### config.mk
export PLATFORM = sky130hd
export DESIGN_NAME = tone_gen
export DESIGN_NICKNAME = d
export VERILOG_FILES = /design/src/rtl/tone_gen.sv
export SDC_FILE = /design/constraint.sdc
export NUM_CORES = 1
export LEC_CHECK = 0
export ABC_AREA = 1
export CAP_MARGIN = 25
export CORE_MARGIN = 2
export CORE_UTILIZATION = 45
export CTS_CLUSTER_DIAMETER = 30
export DETAILED_ROUTE_END_ITERATION = 6
export PLACE_DENSITY_LB_ADDON = 0.08
export SLEW_MARGIN = 20
export SYNTH_ARGS = -nofsm -noshare
export SYNTH_HDL_FRONTEND = slang
export SYNTH_SLANG_ARGS = --single-unit
### constraint.sdc
create_clock -name clk -period 7.6 [get_ports clk]
set_clock_uncertainty 0.15 [all_clocks]
set_input_delay 1.14 -clock clk [delete_from_list [all_inputs] [get_ports clk]]
set_output_delay 1.14 -clock clk [all_outputs]
set_load 0.005 [all_outputs]
### src/rtl/tone_gen.sv
// Square-wave tone generator: latches one note request, drives the buzzer at the
// note's pitch with 8-step PWM volume gating for (length+1) units, then raises over.
module tone_gen #(
    parameter int unsigned CLK_HZ     = 100_000_000,
    parameter int unsigned UNIT_TICKS = 12_500_000
) (
    input  logic       clk,
    input  logic       rst,
    input  logic       en,
    input  logic [1:0] octave,
    input  logic [2:0] note,
    input  logic [2:0] length,
    input  logic [2:0] volume,
    output logic       buzzer,
    output logic       over
);

    // Mid-octave half-periods in clock cycles, C..B
    localparam int unsigned HP_C = CLK_HZ / (2 * 262);
    localparam int unsigned HP_D = CLK_HZ / (2 * 294);
    localparam int unsigned HP_E = CLK_HZ / (2 * 330);
    localparam int unsigned HP_F = CLK_HZ / (2 * 349);
    localparam int unsigned HP_G = CLK_HZ / (2 * 392);
    localparam int unsigned HP_A = CLK_HZ / (2 * 440);
    localparam int unsigned HP_B = CLK_HZ / (2 * 494);

    localparam int unsigned HP_LOW_MAX = 2 * HP_C;
    localparam int unsigned TONE_W     = (HP_LOW_MAX > 1) ? $clog2(HP_LOW_MAX) : 1;
    localparam int unsigned DUR_MAX    = 8 * UNIT_TICKS;
    localparam int unsigned DUR_W      = (DUR_MAX > 1) ? $clog2(DUR_MAX) : 1;

    typedef enum logic {
        IDLE = 1'b0,
        PLAY = 1'b1
    } state_t;

    state_t              state_q, state_d;
    logic [1:0]          oct_q, oct_d;
    logic [2:0]          note_q, note_d;
    logic [2:0]          len_q, len_d;
    logic [2:0]          vol_q, vol_d;
    logic [TONE_W-1:0]   tone_q, tone_d;
    logic [2:0]          pwm_q, pwm_d;
    logic [DUR_W-1:0]    dur_q, dur_d;
    logic                phase_q, phase_d;
    logic                buzzer_d, over_d;

    logic [31:0]         hp_mid_c;
    logic [31:0]         hp_sel_c;
    logic [31:0]         dur_last_c;
    logic                tone_wrap_c;
    logic                dur_done_c;

    // Half-period lookup for the latched note; rests reuse C so the counter stays sane
    always_comb begin
        hp_mid_c = 32'(HP_C);
        case (note_q)
            3'd2:    hp_mid_c = 32'(HP_D);
            3'd3:    hp_mid_c = 32'(HP_E);
            3'd4:    hp_mid_c = 32'(HP_F);
            3'd5:    hp_mid_c = 32'(HP_G);
            3'd6:    hp_mid_c = 32'(HP_A);
            3'd7:    hp_mid_c = 32'(HP_B);
            default: hp_mid_c = 32'(HP_C);
        endcase
    end

    // Octave scaling: low doubles the half-period, high halves it, 3 plays as mid
    always_comb begin
        hp_sel_c = hp_mid_c;
        case (oct_q)
            2'd0:    hp_sel_c = hp_mid_c << 1;
            2'd2:    hp_sel_c = hp_mid_c >> 1;
            default: hp_sel_c = hp_mid_c;
        endcase
    end

    assign dur_last_c  = (32'(len_q) + 32'd1) * 32'(UNIT_TICKS) - 32'd1;
    assign tone_wrap_c = (32'(tone_q) == (hp_sel_c - 32'd1));
    assign dur_done_c  = (32'(dur_q) == dur_last_c);

    // Next-state and datapath update
    always_comb begin
        state_d  = state_q;
        oct_d    = oct_q;
        note_d   = note_q;
        len_d    = len_q;
        vol_d    = vol_q;
        tone_d   = tone_q;
        pwm_d    = pwm_q;
        dur_d    = dur_q;
        phase_d  = phase_q;
        buzzer_d = buzzer;
        over_d   = over;

        case (state_q)
            IDLE: begin
                if (en) begin
                    state_d  = PLAY;
                    oct_d    = octave;
                    note_d   = note;
                    len_d    = length;
                    vol_d    = volume;
                    tone_d   = '0;
                    pwm_d    = '0;
                    dur_d    = '0;
                    phase_d  = 1'b1;
                    buzzer_d = 1'b0;
                    over_d   = 1'b0;
                end
            end
            PLAY: begin
                // Abort (en low) and normal completion share the same exit
                if (!en || dur_done_c) begin
                    state_d  = IDLE;
                    tone_d   = '0;
                    pwm_d    = '0;
                    dur_d    = '0;
                    phase_d  = 1'b0;
                    buzzer_d = 1'b0;
                    over_d   = 1'b1;
                end else begin
                    buzzer_d = phase_q & (pwm_q < vol_q) & (note_q != 3'd0);
                    pwm_d    = pwm_q + 3'd1;
                    dur_d    = dur_q + DUR_W'(1);
                    if (tone_wrap_c) begin
                        tone_d  = '0;
                        phase_d = ~phase_q;
                    end else begin
                        tone_d  = tone_q + TONE_W'(1);
                    end
                end
            end
            default: begin
                state_d  = IDLE;
                buzzer_d = 1'b0;
                over_d   = 1'b1;
            end
        endcase
    end

    // State, latches, counters and registered outputs
    always_ff @(posedge clk) begin
        if (rst) begin
            state_q <= IDLE;
            oct_q   <= '0;
            note_q  <= '0;
            len_q   <= '0;
            vol_q   <= '0;
            tone_q  <= '0;
            pwm_q   <= '0;
            dur_q   <= '0;
            phase_q <= 1'b0;
            buzzer  <= 1'b0;
            over    <= 1'b1;
        end else begin
            state_q <= state_d;
            oct_q   <= oct_d;
            note_q  <= note_d;
            len_q   <= len_d;
            vol_q   <= vol_d;
            tone_q  <= tone_d;
            pwm_q   <= pwm_d;
            dur_q   <= dur_d;
            phase_q <= phase_d;
            buzzer  <= buzzer_d;
            over    <= over_d;
        end
    end

endmodule

==> results of run 1 <==
## final timing paths
| check | startpoint | to | slack [ps] | depth (start not counted) |
|---|---|---|---|---|
| setup / recovery | len_q[0]$_SDFFE_PP0P_ | dur_q[17]$_SDFFE_PP0P_ | 1850 | 25 |
| hold / removal | vol_q[1]$_SDFFE_PP0P_ | vol_q[1]$_SDFFE_PP0P_ | 310 | 2 |
| setup reg to reg | len_q[0]$_SDFFE_PP0P_ | dur_q[17]$_SDFFE_PP0P_ | 1850 | 25 |
| hold reg to reg | vol_q[1]$_SDFFE_PP0P_ | vol_q[1]$_SDFFE_PP0P_ | 310 | 2 |
## flip-flops by register name (all words and copies together) (netlist names)
signal,cells
phase_q,1
len_q,3
dur_q,27
vol_q,3
over,1
oct_q,2
pwm_q,3
state_q,1
note_q,3
tone_q,19
buzzer,1
## logic make-up after synthesis
family	Yosys count
buffers and inverters	155
AND/OR/NAND/NOR	561
XOR/XNOR	48
adder cells (fa/ha/maj)	37
AO/OA/AOI/OAI	106
flip-flops	64
## per-stage QoR
stage	instance area, µm²	std cells	setup WS (ps)	utilization
floorplan	5922	971	3013	-
global placement	6213	1144	2043	0.4884
detailed placement	6213	1144	1918	0.4884
CTS	6545	1160	1897	0.5145
global route	6545	1160	1335	0.5145
finish	6545	1160	1853	0.5145
## metal layers
| metal | GRT usage | routed length [µm] |
|---|---|---|
| met4 | 0.05804 | 176 |
| met1 | 0.3314 | 7936 |
| met2 | 0.3344 | 6241 |
| met5 | 0 | 0 |
| met3 | 0.03137 | 577 |
## critical path, delay by kind of cell, from the launching register on
kind | cells | cell delay, ps
compound gates | 2 | 430
xor+xnor | 1 | 200
fa+ha+maj | 4 | 1650
buf+inv | 3 | 600
flops | 1 | 640
simple gates | 15 | 2020
## layout by cell type, fill, tap and decap left out, types with 2 or more instances in the layout
| cell | n |
|---|---|
| dfxtp_1 | 64 |
| o21a_1 | 2 |
| ha_1 | 32 |
| nand3_2 | 7 |
| xnor2_1 | 8 |
| or2_2 | 2 |
| nand2_2 | 20 |
| inv_2 | 11 |
| a21oi_1 | 50 |
| nor3_1 | 12 |
| nand3b_1 | 3 |
| nand4_1 | 18 |
| and2_1 | 2 |
| clkinv_2 | 3 |
| nand2_4 | 4 |
| clkbuf_16 | 9 |
| xor2_1 | 38 |
| o21ai_0 | 33 |
| clkdlybuf4s50_1 | 15 |
| buf_4 | 2 |
| nand3_1 | 79 |
| o31ai_1 | 2 |
| inv_1 | 127 |
| nand2_1 | 293 |
| nor4_1 | 3 |
| fa_1 | 5 |
| nor3_2 | 2 |
| clkbuf_8 | 2 |
| nor2_2 | 7 |
| o211ai_1 | 6 |
| xnor3_1 | 2 |
| bufinv_16 | 2 |
| nor2_1 | 106 |
| a21oi_2 | 10 |
## power by group
part	total, mW	switching, mW	internal [mW]
combinational	0.643	0.428	0.215
sequential	0.353	0.0101	0.343
clock	0.460	0.155	0.304
## final cells by class
cell class | count | area (µm²)
fill | 1402 | 6177
multi-input combinational | 752 | 4029
sequential | 64 | 1281
inverter | 139 | 523.0
clock buffer | 11 | 252.7
tap | 172 | 215.2
timing repair buffer | 17 | 165.2
clock inverter | 5 | 78.83
==> results.ini, run 1 <==
[final_layout]
drive_gt1_frac = 0.08603
finalNetCount = 1034
antenna_cells = 0
syn_to_final_growth_pct = 10.52

[logic_synthesis]
synth_top_family_by_area = simple AND/OR/NAND/NOR gates
ys_seq_area_frac = 0.2164
synth-seq-cells = 64
synthMostInstantiatedCell = nand2_1
synth_fa_ha_area_frac = 0.08451
synth_top_area_frac = 0.2164
yosys.area.top_type = dfxtp_1
synth_xor_area_frac = 0.07564
synth_compound_area_frac = 0.1014
synth-simple-area-share = 0.4183
synth_ff_type = dfxtp_1
ys_types = 40
ys_async_sr_fraction = 0
synth.cell_area_mm2 = 0.005922
synth_edf_count = 0
synth.top_cells.by_count = 293 x nand2_1, 127 x inv_1, 107 x nor2_1
synth.area.top_cells = dfxtp_1 22%, nand2_1 19%, inv_1 8.0%
avgSynthCellArea_um2 = 6.099
ys.warnings.count = 0
synth.area.mux_share = 0
syn_nets = 1022
syn_inst = 971

[routing]
vias = 5791
drc = 0
drt_wl_total_um = 14930
post_drt_wl_per_cell_um = 12.87
drt_pass1_iterations = 5
first_iter_violations = 454
ant_nets = 0
avgViaCountPerCell = 4.992

[global_route]
grt_use_total = 0.2227
antenna_found_initial = 0
grt_pass1_vias = 5336
grt_overflow = 0
grt_first_pass_wirelength_um = 25900
grt_max_degree = 32

[hold_path]
min_path_type = register to register

[floorplan]
dieArea_mm2 = 0.01409
design.core.area_mm2 = 0.01272
start_util = 0.4655
pin_count = 16
chipHeight_um = 118.7
rows = 41
die_x_um = 118.7

[setup_path]
arrival_ps = 5860
path_max_fanout = 28
endpoint_kind = register
worst_setup_path_start_kind = register
cp_slowest_cell = dfxtp_1
crit_top_cell = nand2_1
crit_required_ps = 7710
path_class = register to register
cp_slowest_stage_delay_ps = 640

[timing]
slew_violations = 0
hold_ws_ps = 313.4
rsz0062_at_grt = false
setup_viol = 0
hold_violations = 0
tightest_slew_ps = 798.3
max_freq_mhz = 174.0
min_period_ps = 5747
setup_tns_ps = 0
slew_headroom = 0.4665
finalCritPeriodShare = 0.7562

[clock_tree]
cts-root-buf = clkbuf_16
path_clk_slew_ps = 50
cts.sinks = 64
ctsHoldBuffers = 0
post_cts_buffers = 0
cts_resized = 0
clock_latency_ps = 330
cts.path.max_buffers = 2
cts_tree = built
cts-buffers-inserted = 9
ctsHtreeMaxLevel = 3

[power_and_ir_drop]
peakVddDrop_mv = 0.1176
powerDensity_mw_per_mm2 = 222.5
p_leak_nw = 3.046
total_power_mw = 1.456

[flow_run]
maxCapViolCount = 0

[place]
gp_congestion = 0.9147
io_buffers = 15
dp_hpwl_um = 11740

[outcome]
outcome = completed

(Power assumes the default switching activity.)
==> run 2, diff against run 1 <==
Clock period 7.6 ns to 5.4 ns, I/O delays scaled along.
==> run 2 against run 1 <==
Utilization decreased by 0.098 points. Critical path depth is 1 lower. Cell count grew 0.34%. Wire length is 1.8% higher. Largest power group unchanged. Worst setup slack worse by 1400 ps. Clock power grew 12%. Sequential power up 41%. Flip-flop and latch count stayed put. First-iteration DRC count is 9.5% lower. Register-to-register slack worse by 1400 ps. Count of clock-buffer cells in the layout did not move. Combinational power up 43%.
==> results.ini, run 2 (synthesis results as in run 1) <==
[final_layout]
largest_reg_flops = 27
seqCellArea_mm2 = 0.001281
reg_top3 = dur_q: 27 flops, tone_q: 19 flops
drive_gt1_frac = 0.08972
multiInputGateArea_mm2 = 0.004050
final_cell_mix = 293 x nand2_1, 127 x inv_1, 105 x nor2_1
syn_to_final_growth_pct = 10.31
regMostFlops = dur_q
antenna_cells = 0
fin_area_mm2 = 0.006533
finalNetCount = 1039
mostFrequentLayoutCell = nand2_1
fillCellCount = 1373

[hold_path]
min_from = vol_q[0]$_SDFFE_PP0P_
min_path_type = register to register
min_path_cells = 2
min_to = vol_q[0]$_SDFFE_PP0P_

[setup_path]
endpoint_kind = register
r2r_slack_ps = 490
path_class = register to register
reg2reg_depth = 24
crit_required_ps = 5480
rr_startpoint = len_q[0]$_SDFFE_PP0P_
path_max_fanout = 14
worst_setup_path_start_kind = register
crit_path_start = len_q[0]$_SDFFE_PP0P_
arrival_ps = 4990
reg2reg_to = pwm_q[0]$_SDFFE_PP0P_

[power_and_ir_drop]
powerDensity_mw_per_mm2 = 295.1
p_sw_frac = 0.4322
cellInternalPower_mw = 1.095
power_frac_seq = 0.257
combPwrFrac = 0.476
power_switching_mw = 0.8332
peakVddDrop_mv = 0.2070
p_clk_frac = 0.266
p_leak_nw = 3.033

[timing]
finalCritPeriodShare = 0.9087
slew_headroom = 0.4652
rsz0062_at_grt = false
min_period_ps = 4907
slew_violations = 0
tightest_slew_ps = 800.2
max_freq_mhz = 203.8
hold_violations = 0
setup_viol = 0
setup_tns_ps = 0

[floorplan]
die_x_um = 118.7
start_util = 0.4655
design.core.area_mm2 = 0.01272
pin_count = 16
dieArea_mm2 = 0.01409
rows = 41
chipHeight_um = 118.7

[routing]
post_drt_wl_per_cell_um = 13.07
avgViaCountPerCell = 4.985
first_iter_violations = 411
vias = 5802
ant_nets = 0
drt_pass1_iterations = 5
drt_wl_total_um = 15210
drc = 0

[clock_tree]
cts-root-buf = clkbuf_16
cts.path.max_buffers = 2
cts_tree = built
ctsHtreeMaxLevel = 3
ctsHoldBuffers = 0
clock_latency_ps = 340
cts-buffers-inserted = 9
cts.sinks = 64
path_clk_slew_ps = 50

[global_route]
grt_overflow = 0
grt_pass1_vias = 5369
grt_max_degree = 32
grt_first_pass_wirelength_um = 25900
antenna_found_initial = 0
grt_use_total = 0.2232

[place]
io_buffers = 15
gp_congestion = 0.9637
place_area_mm2 = 0.006236
dp_hpwl_um = 11810

[flow_run]
maxCapViolCount = 0

[outcome]
outcome = completed

## run 2: changes by cell type in the layout (fill, tap and decap cells not counted), moves of 2 or more
cell       change
buf_4          +3
clkbuf_1       +2
bufinv_16      -2
clkbuf_8       -2
## run 2: final cells by class
class | instances | share of cell area
Timing Repair Buffer | 21 | 0.03179
Sequential cell | 64 | 0.1961
Inverter | 139 | 0.08006
Multi-Input combinational cell | 753 | 0.6200
Tap cell | 172 | 0.03294
Clock inverter | 4 | 0.003448
Clock buffer | 11 | 0.03563
## run 2: per-stage QoR
stage	cells	setup slack [ps]	util	hold WS, ps	total power [mW]
2_1_floorplan	971	813.0	-	280.0	1.215
3_3_place_gp	1147	408.6	0.4902	301.4	1.410
3_5_place_dp	1147	316.4	0.4902	303.8	1.408
4_1_cts	1162	307.8	0.5102	311.5	1.933
5_1_grt	1164	19.17	0.5135	325.0	2.094
6_report	1164	492.8	0.5135	307.9	1.928
## run 2: how the worst max path moves through the flow
| stage | end | slack, ps | cells after the start |
|---|---|---|---|
| 6_report | pwm_q[0]$_SDFFE_PP0P_ | 490 | 24 |
| 5_1_grt | dur_q[11]$_SDFFE_PP0P_ | 20 | 26 |
| 4_1_cts | dur_q[2]$_SDFFE_PP0P_ | 310 | 25 |
| 3_5_place_dp | dur_q[2]$_SDFFE_PP0P_ | 320 | 25 |
| 3_3_place_gp | dur_q[17]$_SDFFE_PP0P_ | 410 | 24 |
| 2_1_floorplan | dur_q[0]$_SDFFE_PP0P_ | 810 | 23 |
## run 2: metal layers
metal,track usage,vias up,routed length [µm]
met2,0.3398,103,6450
met4,0.06845,0,235
li1,-,3120,-
met3,0.03185,18,574
met5,0,-,0
met1,0.3237,2561,7947
## run 2: critical path: stages (launching register included)
cell	delay [ps]
dfxtp_1	400
inv_1	130
ha_1	310
inv_1	250
fa_1	490
xnor2_1	200
ha_1	200
or2_2	290
ha_1	370
nand2_1	150
inv_1	50
a21oi_1	240
nand4_1	160
nand2_2	160
nand2_2	90
nor3_2	200
nand2_1	70
nand2_1	60
nand2_1	60
nor2_1	180
nand2_4	90
nand2_4	120
nor2_4	50
buf_12	160
o21a_1	160
## run 2: what timing repair did
action	CTS	global route
setup endpoints to repair	0	48
setup buffers	0	1
resized for setup	0	2
## run 2: power by group through the flow
stage | clock network, mW | registers (mW) | logic [mW]
after floorplan | 0 | 0.501 | 0.713
after global placement | 0 | 0.505 | 0.904
after detailed placement | 0 | 0.505 | 0.903
after CTS | 0.529 | 0.495 | 0.909
after global routing | 0.549 | 0.498 | 1.05
final | 0.514 | 0.496 | 0.918
==> run 3, diff against run 2 <==
Settings changed: CORE_UTILIZATION 45 to 64.
==> run 3 against run 2 <==
Clock power shrank 7.2%. Sequential power is essentially flat. Worst hold slack is essentially flat. Highest routed layer unchanged. Largest power group unchanged. Count of clock-buffer cells in the layout shrank 2. Flip-flop and latch count is the same. Worst setup slack gained 39 ps. Critical path depth shrank 1. Wire length shrank 3.3%. Combinational power grew 0.5%. Power shrank 1.7%. Register-to-register slack gained 40 ps. Global-route usage grew 7.6 points.
==> results.ini, run 3 (synthesis results as in run 1) <==
[routing]
avgViaCountPerCell = 5.419
drc = 0
dr.max_layer_used = met4
ant_nets = 0
routedLengthMet1_um = 7005
vias = 5999
drt_pass1_iterations = 5
first_iter_violations = 368
wl_met2_um = 6426
drt_wl_total_um = 14700
wl_met3_um = 906
post_drt_wl_per_cell_um = 13.28

[final_layout]
fin_cells = 1107
final_cell_mix = 293 x nand2_1, 125 x inv_1, 104 x nor2_1
largest_reg_flops = 27
mostFrequentLayoutCell = nand2_1
antenna_cells = 0
finalNetCount = 1042
syn_to_final_growth_pct = 8.980
fin_area_mm2 = 0.006454
regMostFlops = dur_q
reg_top3 = dur_q: 27 flops, tone_q: 19 flops
drive_gt1_frac = 0.09839

[timing]
setup_viol = 0
max_freq_mhz = 205.4
finalCritPeriodShare = 0.9015
rsz0062_at_grt = false
min_period_ps = 4868
slew_headroom = 0.5915
hold_ws_ps = 307.4
tightest_slew_ps = 612.0
hold_violations = 0
slew_violations = 0
setup_tns_ps = 0

[floorplan]
pin_count = 16
design.core.area_mm2 = 0.009109
die_x_um = 100.2
chipHeight_um = 100.2
dieArea_mm2 = 0.01004
start_util = 0.6501
rows = 35

[global_route]
grt_use_total = 0.2994
grt_first_pass_wirelength_um = 24590
grt_pass1_vias = 5391
antenna_found_initial = 0
grt_max_degree = 36
grt_overflow = 0

[clock_tree]
ctsHtreeMaxLevel = 3
cts-root-buf = clkbuf_8
cts-buffers-inserted = 9
clock_latency_ps = 350
cts_tree = built
cts.sinks = 64
path_clk_slew_ps = 90
ctsHoldBuffers = 0
cts.path.max_buffers = 2

[flow_run]
maxCapViolCount = 0

[power_and_ir_drop]
power_frac_seq = 0.261
p_clk_frac = 0.252
total_power_mw = 1.895
p_sw_frac = 0.4431
powerDensity_mw_per_mm2 = 293.6
peakVddDrop_mv = 0.1615
p_leak_nw = 3.033
power_switching_mw = 0.8396
cellInternalPower_mw = 1.055
combPwrFrac = 0.487

[hold_path]
min_from = vol_q[0]$_SDFFE_PP0P_
min_path_cells = 2
min_to = vol_q[0]$_SDFFE_PP0P_
min_path_type = register to register

[place]
place_area_mm2 = 0.006160
io_buffers = 15
gp_congestion = 0.9900
dp_hpwl_um = 11060
dp.cells = 1086

[setup_path]
arrival_ps = 4960
r2r_slack_ps = 530
rr_startpoint = len_q[2]$_SDFFE_PP0P_
path_class = register to register
reg2reg_to = dur_q[0]$_SDFFE_PP0P_
crit_required_ps = 5490
reg2reg_depth = 23
path_max_fanout = 10
endpoint_kind = register
worst_setup_path_start_kind = register

[outcome]
outcome = completed

[run 3: cell types whose count changed in the layout (fill, tap and decap cells not counted), moves of 2 or more]
cell,delta
clkbuf_16,-9
clkbuf_8,+9
buf_4,+3
inv_6,+3
bufinv_16,+2
clkbuf_1,-2
clkinv_2,-2
inv_1,-2
[run 3: power groups by stage]
| stage | Combinational, mW | Clock [mW] | Sequential, mW |
|---|---|---|---|
| 3_5_place_dp | 0.895 | 0 | 0.505 |
| 5_1_grt | 1.04 | 0.502 | 0.497 |
| 4_1_cts | 0.901 | 0.486 | 0.494 |
| 3_3_place_gp | 0.887 | 0 | 0.505 |
| 2_1_floorplan | 0.713 | 0 | 0.501 |
| 6_report | 0.923 | 0.477 | 0.495 |
[run 3: critical path, stage by stage (launching register included)]
cell and delay (ps):
dfxtp_1 510, nand2_1 150, nor2_2 200, inv_1 130
fa_1 510, xor2_1 190, ha_1 340, fa_1 560
nor2_1 160, nor2_1 80, nor2_1 110, nand3_1 110
nor2_2 180, nand3_2 120, nor2_1 190, nand3_1 100
nand2_1 100, nand3_1 80, nor2_1 170, nand2_4 100
nand2_4 130, nor2_4 60, buf_12 160, o21a_1 170
[run 3: worst max-delay path by stage]
stage                          startpoint                      to  slack (ps)  cells after the start
floorplan           len_q[0]$_SDFFE_PP0P_   dur_q[0]$_SDFFE_PP0P_         810                     23
global placement    len_q[1]$_SDFFE_PP0P_   dur_q[8]$_SDFFE_PP0P_         440                     23
detailed placement  len_q[1]$_SDFFE_PP0P_   dur_q[2]$_SDFFE_PP0P_         340                     23
CTS                 len_q[1]$_SDFFE_PP0P_  dur_q[19]$_SDFFE_PP0P_         270                     23
global route        len_q[0]$_SDFFE_PP0P_  tone_q[8]$_SDFFE_PP0P_         150                     24
finish              len_q[2]$_SDFFE_PP0P_   dur_q[0]$_SDFFE_PP0P_         530                     23
[run 3: repair_timing]
item / in CTS / in global routing
resized for setup: 0 / 5
setup buffers: 0 / 4
endpoints found under the setup margin: 0 / 40
[run 3: layer usage]
metal  global-route usage  vias to the layer above
li1                     -                     3127
met1               0.4271                     2670
met2               0.4739                      167
met3              0.04178                       35
met4              0.08535                        0
met5                    0                        -
[run 3: layout make-up]
| type | instances | area (µm²) |
|---|---|---|
| flip-flops and latches | 64 | 1281 |
| well taps | 111 | 138.9 |
| inverters | 139 | 526.8 |
| clock inverters | 7 | 100.1 |
| fillers | 851 | 2655 |
| multi-input cells | 753 | 4053 |
| clock buffers | 9 | 123.9 |
| repair buffers | 24 | 230.2 |
[run 3: stage by stage]
| step | worst slack (ps) | utilization |
|---|---|---|
| floorplan | 813.0 | - |
| global placement | 437.4 | 0.6762 |
| detailed placement | 336.7 | 0.6762 |
| CTS | 267.7 | 0.7008 |
| global route | 154.5 | 0.7085 |
| finish | 532.1 | 0.7085 |
